### config.mk
export PLATFORM = sky130hd
export DESIGN_NAME = alu_acc_seq
export DESIGN_NICKNAME = d
export VERILOG_FILES = /design/src/rtl/alu_acc_seq.sv
export SDC_FILE = /design/constraint.sdc
export NUM_CORES = 1
export LEC_CHECK = 0
export CAP_MARGIN = 20
export CORE_MARGIN = 3
export CORE_UTILIZATION = 30
export DETAILED_ROUTE_END_ITERATION = 12
export DONT_BUFFER_PORTS = 1
export PLACE_DENSITY = 0.48
export RECOVER_POWER = 100
export SLEW_MARGIN = 20
export SYNTH_ARGS = -nofsm -noshare
export SYNTH_HDL_FRONTEND = slang
export SYNTH_SLANG_ARGS = --single-unit
export TNS_END_PERCENT = 5
### constraint.sdc
create_clock -name clk -period 2.6 [get_ports clk]
set_input_delay 0.78 -clock clk [delete_from_list [all_inputs] [get_ports clk]]
set_output_delay 0.78 -clock clk [all_outputs]
set_load 0.02 [all_outputs]
### src/rtl/alu_acc_seq.sv
// Sequential accumulator ALU with shift-add multiply and busy/done handshake.
// Define ALU_SAT_EN to saturate ADD/SUB/MUL results instead of wrapping.
module alu_acc_seq #(
  parameter int n  = 8,
  parameter int CW = $clog2(n) + 1
) (
  input  logic         clk,
  input  logic         rst,
  input  logic         start,
  input  logic [2:0]   op,
  input  logic [n-1:0] data,
  output logic         busy,
  output logic         done,
  output logic [n-1:0] accum,
  output logic         zero,
  output logic         carry
);

  typedef enum logic [1:0] {IDLE, MUL, FIN} state_t;

  localparam logic [2:0] OP_NOP  = 3'b000;
  localparam logic [2:0] OP_ADD  = 3'b001;
  localparam logic [2:0] OP_SUB  = 3'b010;
  localparam logic [2:0] OP_AND  = 3'b011;
  localparam logic [2:0] OP_XOR  = 3'b100;
  localparam logic [2:0] OP_LOAD = 3'b101;
  localparam logic [2:0] OP_MUL  = 3'b110;
  localparam logic [2:0] OP_SHR  = 3'b111;

  state_t         state;
  logic [n-1:0]   mplier;
  logic [2*n-1:0] mcand_sh;
  logic [2*n-1:0] prod;
  logic [CW-1:0]  cnt;

  logic [n:0]     sum;
  logic [n:0]     diff;
  logic [n-1:0]   alu_res;
  logic           alu_c;
  logic [2*n-1:0] prod_next;
  logic [n-1:0]   mul_res;
  logic           mul_ovf;

  // Single-cycle result; the borrow of SUB falls out as bit n of the extended difference.
  always_comb begin
    sum     = {1'b0, accum} + {1'b0, data};
    diff    = {1'b0, accum} - {1'b0, data};
    alu_res = accum;
    alu_c   = carry;
    case (op)
      OP_NOP: begin
        alu_res = accum;
        alu_c   = carry;
      end
      OP_ADD: begin
        alu_res = sum[n-1:0];
        alu_c   = sum[n];
`ifdef ALU_SAT_EN
        if (sum[n]) alu_res = '1;
`endif
      end
      OP_SUB: begin
        alu_res = diff[n-1:0];
        alu_c   = diff[n];
`ifdef ALU_SAT_EN
        if (diff[n]) alu_res = '0;
`endif
      end
      OP_AND: begin
        alu_res = accum & data;
        alu_c   = 1'b0;
      end
      OP_XOR: begin
        alu_res = accum ^ data;
        alu_c   = 1'b0;
      end
      OP_LOAD: begin
        alu_res = data;
        alu_c   = 1'b0;
      end
      OP_SHR: begin
        alu_res = {1'b0, accum[n-1:1]};
        alu_c   = accum[0];
      end
      default: ;
    endcase
  end

  always_comb begin
    prod_next = mplier[0] ? prod + mcand_sh : prod;
    mul_ovf   = |prod_next[2*n-1:n];
    mul_res   = prod_next[n-1:0];
`ifdef ALU_SAT_EN
    if (mul_ovf) mul_res = '1;
`endif
  end

  // The multiplicand shifts left and the multiplier right, so bit 0 always selects the add.
  always_ff @(posedge clk or posedge rst) begin
    if (rst) begin
      state    <= IDLE;
      accum    <= '0;
      zero     <= 1'b1;
      carry    <= 1'b0;
      busy     <= 1'b0;
      done     <= 1'b0;
      mplier   <= '0;
      mcand_sh <= '0;
      prod     <= '0;
      cnt      <= '0;
    end else begin
      case (state)
        IDLE: begin
          if (start) begin
            busy <= 1'b1;
            if (op == OP_MUL) begin
              state    <= MUL;
              mcand_sh <= {{n{1'b0}}, accum};
              mplier   <= data;
              prod     <= '0;
              cnt      <= '0;
            end else begin
              state <= FIN;
              done  <= 1'b1;
              accum <= alu_res;
              carry <= alu_c;
              zero  <= (alu_res == '0);
            end
          end
        end
        MUL: begin
          prod     <= prod_next;
          mcand_sh <= mcand_sh << 1;
          mplier   <= mplier >> 1;
          cnt      <= cnt + 1'b1;
          if (cnt == CW'(n - 1)) begin
            state <= FIN;
            done  <= 1'b1;
            accum <= mul_res;
            carry <= mul_ovf;
            zero  <= (mul_res == '0);
          end
        end
        FIN: begin
          state <= IDLE;
          busy  <= 1'b0;
          done  <= 1'b0;
        end
        default: begin
          state <= IDLE;
          busy  <= 1'b0;
          done  <= 1'b0;
        end
      endcase
    end
  end

endmodule

Yosys cells after proc, flatten, opt, wreduce, memory -nomap -nowiden
Index checks and enable logic that the tools add are counted.

storage, ports and cells
  input port bits = 14
  register bits = 58
  word-level logic and storage cells = 80
  output and inout port bits = 12

operators by class
  equality and inequality tests = 14
  multiplexer cells = 37
  add/subtract/negate cells = 4
  reductions and logical operators = 12
  bitwise gates (word level) = 3

operators with widths
  kind                                                   count
  2-to-1 mux 16 bit                                      5
  one-hot mux 16 bit (2 select lines)                    2
  one-hot mux 8 bit (6 select lines)                     1
  2-to-1 mux 8 bit                                       5
  one-hot mux 8 bit (2 select lines)                     2
  adder 16 bit                                           1
  zero test 8 bit                                        2
  == test 3 bit, second input constant                   4
  2-to-1 mux 1 bit                                       10
  adder 8 x 8 -> 9 bit                                   1
  subtractor 8 x 8 -> 9 bit                              1
  bitwise AND 8 bit                                      1
  2-to-1 mux 4 bit                                       2
  inequality test 2 bit, second input constant           4
  one-hot mux 1 bit (2 select lines)                     4
  one-hot mux 4 bit (2 select lines)                     1
  OR reduction 8 bit                                     1
  bitwise XOR 8 bit                                      1
  == test 3 x 2 -> 1 bit, second input constant          2
  2-to-1 mux 2 bit                                       3
  AND reduction 3 bit                                    2
  inequality test 5 x 2 -> 1 bit, second input constant  1
  AND reduction 5 bit                                    1
  adder 4 x 1 -> 4 bit, second input constant            1
  other kinds (11)                                       12

Depth between registers and ports, before layout
Gate-level depths: netlist of run 1.

  depth in word-level cells = 6
  depth in mapped cells = 12
  mapped depth without buffers = 12

Worst setup path before layout of run 1
Ideal clock, no wire load.

  path kind = input port to flip-flop
  start = in data[0]
  end = reg zero
  path slack = -0.185 ns
  library setup time = 0.061 ns
  stages = 10
  required time = 2.539 ns
  buffers on the path = 0
  data arrival time = 2.724 ns
  path through = ha_1 > fa_1 > nand2b_1 > a21oi_1 > nor2_1 > xnor2_1 > o21ai_1 > mux4_2 > nor4b_1 > a31o_1

between the ends
  longest elaborated chain between the ends = 6
  elaborated cells between the ends (all ways) = 9
  classes of those cells = add/sub (2); mux (4); bitwise (2); reduce/logical (1)

ends and longest elaborated chain
  element                                            line  text
  start, declared                                    11    input logic [n-1:0] data,
  subtractor 8 x 8 -> 9 bit (tied with other cells)  47    diff = {1'b0, accum} - {1'b0, data};
  one-hot mux 8 bit (6 select lines) (*)             50    case (op)
  zero test 8 bit (*)                                127   zero <= (alu_res == '0);
  2-to-1 mux 1 bit (*)                               116   if (op == OP_MUL) begin
  2-to-1 mux 1 bit (*)                               114   if (start) begin
  one-hot mux 1 bit (2 select lines) (*)             112   case (state)
  end signal, assigned                               127
  end signal, assigned                               141   zero <= (mul_res == '0);
  end, declared                                      15    output logic zero,

Every way passes the cells marked *; elsewhere a longest branch is shown, timed or not. The select of a mux whose other input is x is not followed.
A chain may end at the register's enable or synchronous reset.

Worst setup path after layout of run 1
  start = reg mcand_sh[1]
  end = reg carry

between the ends
  longest elaborated chain between the ends = 5

ends and longest elaborated chain
  element                             line  text
  start, declared                     32    logic [2*n-1:0] mcand_sh;
  start signal, assigned              118   mcand_sh <= {{n{1'b0}}, accum};
  start signal, assigned              133   mcand_sh <= mcand_sh << 1;
  adder 16 bit                        90    prod_next = mplier[0] ? prod + mcand_sh : prod;
  2-to-1 mux 16 bit                   90
  OR reduction 8 bit                  91    mul_ovf = |prod_next[2*n-1:n];
  2-to-1 mux 1 bit                    136   if (cnt == CW'(n - 1)) begin
  one-hot mux 1 bit (2 select lines)  112
  end signal, assigned                126   carry <= alu_c;
  end signal, assigned                140   carry <= mul_ovf;
  end, declared                       16    output logic carry

No other way between the ends. The select of a mux whose other input is x is not followed.

==> results.ini, run 1 <==
[outcome]
status=complete, but fails checks
failed_checks=negative setup slack

[critical_path]
cp-start-kind=flop
cp.required_ns=2.79
r2r_slack_ns=-0.06
critPathKind=flop to flop
cp.arrival_ns=2.85
rr_endpoint=carry$_DFFE_PP0P_
r2r_cells=8
crit_fanout=4
critPathCaptureType=flop
reg2reg_from=mcand_sh[1]$_DFFE_PP0P_

[global_routing]
grt_pass1_wl_mm=22.5
grt_start_max_net_pins=36
antenna_found_initial=0
grt-ovfl-total=0
grtUsageTotal_pct=16.8
grt_pass1_vias=4240

[routing]
vias=4240
wire_per_inst_microns=17.7
drc=0
drt-initial-drc-count=324
wirelength_mm=13.7
via_per_inst=5.49
dr.pass1.iters=5
ant_nets=0

[synth]
yosys.area.top_type=dfrtp_1
synth_top_area_share_pct=31.0
synth_cells=531
syn_nets=581
syn_area_sq_um=4600
avgSynthCellArea_sq_um=8.66
async_flop_share_pct=100
synth_edf_count=0
yosysMostFrequentCell=nand2_1
netlist-cell-type-count=72
ys_top_cells_by_area=dfrtp_1, ha_1, nand2_1
yosysSeqAreaShare_pct=31.6
synth_commonest_cells=nand2_1, dfrtp_1, a21oi_1
synthFlopType=dfrtp_1
synth_warnings=0
synth_seq_cells=58

[timing]
fin_ws_ns=-0.0588
final_hold_viol_count=0
max_slew_margin_pct=28.6
post-route-min-period_ns=2.66
rsz0062_at_grt=yes
fin_hold_ws_ns=0.468
setup_viol=3
worst_slew_pin_slew_ns=1.07
clock.fmax_mhz=376
drv_slew=0
fin_crit_sh_pct=102
clock_skew_ns=0.00458

[layout]
n_antenna_cell=0
fin_util_pct=38.1
num-nets-final=634
layout-drive-gt1-share_pct=19.0
synthToLayoutAreaGrowth_pct=22.3

[worst_hold_path]
hold_depth=2
hp-start=mplier[6]$_DFFE_PP0P_
worstHoldEndpoint=mplier[6]$_DFFE_PP0P_
min_path_type=flop to flop

[clock_network]
ctsHoldBuffers=0
clock_sinks=58
clock_path_buffers=2
h-tree-depth=3
root_buffer=clkbuf_16
tritoncts=yes
clkLatencyLatePin_ns=0.33
clk_pin_slew_ns=0.06
cts_buffers=9

[floorplanning]
die_x_microns=130
die_y_microns=130
start_util_pct=31.2
rows=44
io_pins=26
dieArea_sq_um=16800
core_region_area_sq_um=14800

[job]
drv_cap=0

[place]
dp_hpwl_mm=10.3
gp_congestion=0.832
io_buffers=0
dp_slack_ns=-0.265

[pwr]
power_density_nw_per_um2=1060
irDropWorstVdd_uv=570
p_leak_nw=2.60
total_power_mw=5.95

==> through the flow <==
stage | cells | TNS (ns) | instance area [sq um]
CTS | 773 | -0.0794 | 5650
global placement | 757 | -1.12 | 5330
floorplan | 531 | -0.156 | 4640
global route | 773 | -0.890 | 5620
finish | 773 | -0.0803 | 5620
detailed placement | 757 | -1.37 | 5330
==> cell usage in the layout, fill, tap and decap left out, types with 3 or more instances in the layout <==
master / instances
inv_2: 3
inv_1: 20
mux2i_1: 10
a22oi_1: 17
a211o_1: 3
a31oi_1: 5
a21oi_2: 3
a32o_1: 4
o211ai_1: 3
a221o_1: 3
nand2_1: 68
nand3b_1: 4
ha_1: 30
nor2b_1: 8
o21ai_0: 23
a211oi_1: 7
or3_1: 3
nor3b_1: 3
dfrtp_1: 57
nand2b_1: 9
a31o_1: 3
nor2_1: 32
o21a_1: 5
o22ai_1: 3
xnor2_1: 11
a21oi_1: 35
clkbuf_16: 9
mux2_2: 5
nor3_1: 9
o31ai_1: 5
nand3_1: 11
buf_4: 61
a22o_1: 15
clkbuf_1: 11
o21ai_1: 13
xor2_1: 5
a21o_1: 10
==> layout make-up <==
cell class / count / area (sq um)
clock buffer: 11 / 243
clock inverter: 5 / 77.6
fill: 1508 / 9130
inverter: 23 / 86.3
multi-input combinational: 419 / 3030
sequential: 58 / 1450
tap: 184 / 230
timing repair buffer: 73 / 505
==> worst max path at each step <==
| stage | from | depth (start not counted) | slack [ns] | to |
|---|---|---|---|---|
| 5_1_grt | mcand_sh[0]$_DFFE_PP0P_ | 10 | -0.23 | carry$_DFFE_PP0P_ |
| 2_1_floorplan | data[2] | 11 | -0.06 | zero$_DFFE_PP1P_ |
| 4_1_cts | mcand_sh[0]$_DFFE_PP0P_ | 10 | -0.07 | carry$_DFFE_PP0P_ |
| 3_5_place_dp | data[0] | 11 | -0.26 | accum[6]$_DFFE_PP0P_ |
| 3_3_place_gp | data[4] | 10 | -0.24 | carry$_DFFE_PP0P_ |
| 6_report | mcand_sh[1]$_DFFE_PP0P_ | 8 | -0.06 | carry$_DFFE_PP0P_ |
==> metal layers <==
| metal | vias to the layer above | global-route usage (%) | part of all wire, % |
|---|---|---|---|
| met3 | 13 | 3.81 | 4.3 |
| met5 | - | 0 | 0 |
| li1 | 2069 | - | - |
| met1 | 2074 | 23.8 | 49 |
| met2 | 84 | 26.1 | 46 |
| met4 | 0 | 4.22 | 0.96 |
==> flip-flops by register name, summed over array words and instances, names as in the netlist <==
| register | flops |
|---|---|
| mcand_sh | 16 |
| state | 2 |
| done | 1 |
| prod | 16 |
| accum | 8 |
| carry | 1 |
| busy | 1 |
| mplier | 8 |
| zero | 1 |
| cnt | 4 |
==> logic make-up after synthesis <==
family,synth area share [%]
compound gates,28.8
xor+xnor,3.05
fa+ha+maj,10.3
buf+inv,4.63
flops,31.6
mux,4.60
simple gates,17.1
==> power by group <==
group	switching [mW]	leakage, nW	total (mW)	internal, mW
clock network	0.430	0.156	1.29	0.861
logic	1.68	1.68	3.08	1.40
registers	0.352	0.758	1.58	1.23
==> worst max-delay path, stage by stage, from the launching register on <==
cell and delay, ns:
dfrtp_1 0.43, ha_1 0.31, a21o_1 0.13, nand4_1 0.21, a2111oi_4 0.52, nor3_1 0.15, a2111oi_1 0.43, o311a_1 0.23
a41oi_1 0.11
==> timing repair <==
action,4_1_cts,5_1_grt
pin swaps,9,2
setup endpoints to repair,7,9
gates resized for setup,3,9
setup buffers,0,0
Power figures use the tool's default switching activity.
==> run 2, diff against run 1 <==
Settings changed: CORE_MARGIN 3 to 8, REMOVE_ABC_BUFFERS set to 1.
==> run 2 against run 1 <==
Net effect: the flow still finishes with violations (negative setup slack); routed wire length rose by 4.6%; via count decreased by 0.47%; clock skew is 0.0055 ns higher; total power grew 1.9%; register-to-register slack lost 0.07 ns; flip-flop and latch count did not move; critical path type unchanged.
==> results.ini, run 2 (synthesis gave the netlist of run 1 again) <==
[outcome]
status=complete, but fails checks
failed_checks=negative setup slack

[floorplanning]
rows=45  ; +2.3%
dieArea_sq_um=19500  ; +16%
die_y_microns=140  ; +7.7%
die_x_microns=140  ; +7.7%
io_pins=26  ; unchanged
core_region_area_sq_um=15100  ; +2.3%
start_util_pct=30.5  ; -0.69 points

[timing]
drv_slew=0  ; unchanged
fin_hold_ws_ns=0.321  ; -0.148 ns
tns_ns=-0.220  ; -0.140 ns
post-route-min-period_ns=2.73  ; +0.0725 ns
setup_viol=4  ; +1
rsz0062_at_grt=yes
clock.fmax_mhz=366  ; -2.7%
worst_slew_pin_slew_ns=1.08  ; +0.00448 ns
fin_ws_ns=-0.131  ; -0.0725 ns
clock_skew_ns=0.0101  ; +0.00547 ns
max_slew_margin_pct=28.3  ; -0.30 points
fin_crit_sh_pct=105  ; +2.8 points
final_hold_viol_count=0  ; unchanged

[pwr]
power_density_nw_per_um2=1060  ; +0.51%
p_leak_nw=2.63  ; +1.4%
total_power_mw=6.07  ; +1.9%
irDropWorstVdd_uv=432  ; -24%

[routing]
wire_per_inst_microns=18.2  ; +2.7%
drc=0  ; unchanged
vias=4220  ; -0.47%
wirelength_mm=14.3  ; +4.6%
drt-initial-drc-count=342  ; +5.6%
via_per_inst=5.36  ; -2.2%
ant_nets=0  ; unchanged
dr.pass1.iters=4  ; -1

[critical_path]
slowest_delay_ns=0.39  ; -0.13 ns
crit_fanout=3  ; -1
cp.required_ns=2.79  ; about the same
critPathKind=flop to flop
critPathCaptureType=flop
critPathSlowestCell=dfrtp_1
r2r_slack_ns=-0.13  ; -0.07 ns
cp.arrival_ns=2.92  ; +0.07 ns
path_delay_family=compound AO/OA/AOI/OAI gates
path_buf_inv=0  ; unchanged
cp-start-kind=flop
crit_chain=ha_2 > fa_2 > a211o_1 > o211ai_1 > a211oi_1 > a211o_1 > xor2_1 > mux2i_1 > o311a_1 > a41oi_1
crit_top_cell=a211o_1
reg2reg_from=prod[0]$_DFFE_PP0P_
rr_endpoint=carry$_DFFE_PP0P_
r2r_cells=10  ; +2

[layout]
reg_top3=mcand_sh (16), prod (16)
layout_commonest_cell=buf_4
num-nets-final=644  ; +1.6%
n_antenna_cell=0  ; unchanged
layout_common_cells=buf_4, nand2_1, dfrtp_1
layout-drive-gt1-share_pct=21.4  ; +2.4 points
fin_util_pct=37.8  ; -0.34 points
synthToLayoutAreaGrowth_pct=23.9

[clock_network]
clkLatencyLatePin_ns=0.33  ; about the same
h-tree-depth=3  ; unchanged
clock_path_buffers=2  ; unchanged
root_buffer=clkbuf_16
tritoncts=yes
cts_buffers=9  ; unchanged
clock_sinks=58  ; unchanged
clk_pin_slew_ns=0.06  ; about the same

[place]
dp_hpwl_mm=10.8  ; +4.7%
gp_congestion=0.870  ; +4.5%
io_buffers=0  ; unchanged
dp_slack_ns=-0.387  ; -0.123 ns

[global_routing]
antenna_found_initial=0  ; unchanged
grt_pass1_wl_mm=23.6  ; +4.9%
grt_pass1_vias=4220  ; -0.47%
grt-ovfl-total=0  ; unchanged
grtUsageTotal_pct=15.0  ; -1.9 points
grt_start_max_net_pins=37  ; +2.8%

[job]
drv_cap=0  ; unchanged

[worst_hold_path]
min_path_type=primary input to asynchronous set/reset pin

==> run 2: worst max-delay path by stage <==
stage,cells after the start,startpoint,slack [ns],to
after CTS,10,prod[0]$_DFFE_PP0P_,-0.13,carry$_DFFE_PP0P_
after floorplan,4,state[1]$_DFFE_PP0P_,-0.87,cnt[3]$_DFFE_PP0P_
after detailed placement,10,data[0],-0.39,zero$_DFFE_PP1P_
final,10,prod[0]$_DFFE_PP0P_,-0.13,carry$_DFFE_PP0P_
after global routing,10,prod[0]$_DFFE_PP0P_,-0.30,carry$_DFFE_PP0P_
after global placement,11,data[3],-0.31,accum[7]$_DFFE_PP0P_
==> run 2: layout make-up <==
type | count | area [sq um]
clock buffers | 10 | 229
clock inverters | 6 | 66.3
well taps | 188 | 235
fillers | 1565 | 9390
inverters | 23 | 86.3
flip-flops and latches | 58 | 1450
multi-input cells | 419 | 3030
repair buffers | 83 | 593
==> run 2: worst reg2reg max path: cells and delay by family, from the launching register on <==
family | cells | cell delay [ns]
compound gates | 6 | 1.23
fa+ha+maj | 2 | 0.58
flops | 1 | 0.39
mux | 1 | 0.24
xor+xnor | 1 | 0.16
==> run 2: per-stage QoR <==
step	std cells	area (sq um)
detailed placement	769	5370
global placement	769	5370
CTS	787	5700
finish	787	5700
global route	787	5700
floorplan	500	4470
==> run 2: repair_timing <==
action | CTS | global route
gates resized for setup | 6 | 16
pin swaps | 5 | 2
hold buffers | 0 | 0
setup buffers | 2 | 0
endpoints found under the setup margin | 7 | 10
==> run 2: where the power goes <==
| group | switching, mW | internal [mW] |
|---|---|---|
| sequential | 0.378 | 1.23 |
| clock | 0.451 | 0.743 |
| combinational | 1.72 | 1.54 |
| total | 2.55 | 3.52 |
==> run 2: metal layers <==
layer	routed length (microns)	vias up	share of wire, %	global-route usage, %
met3	511	6	3.6	2.46
met1	7060	2035	49	21.3
met2	6640	85	46	23.5
met5	0	-	0	0
li1	-	2094	-	-
met4	97	0	0.68	2.74
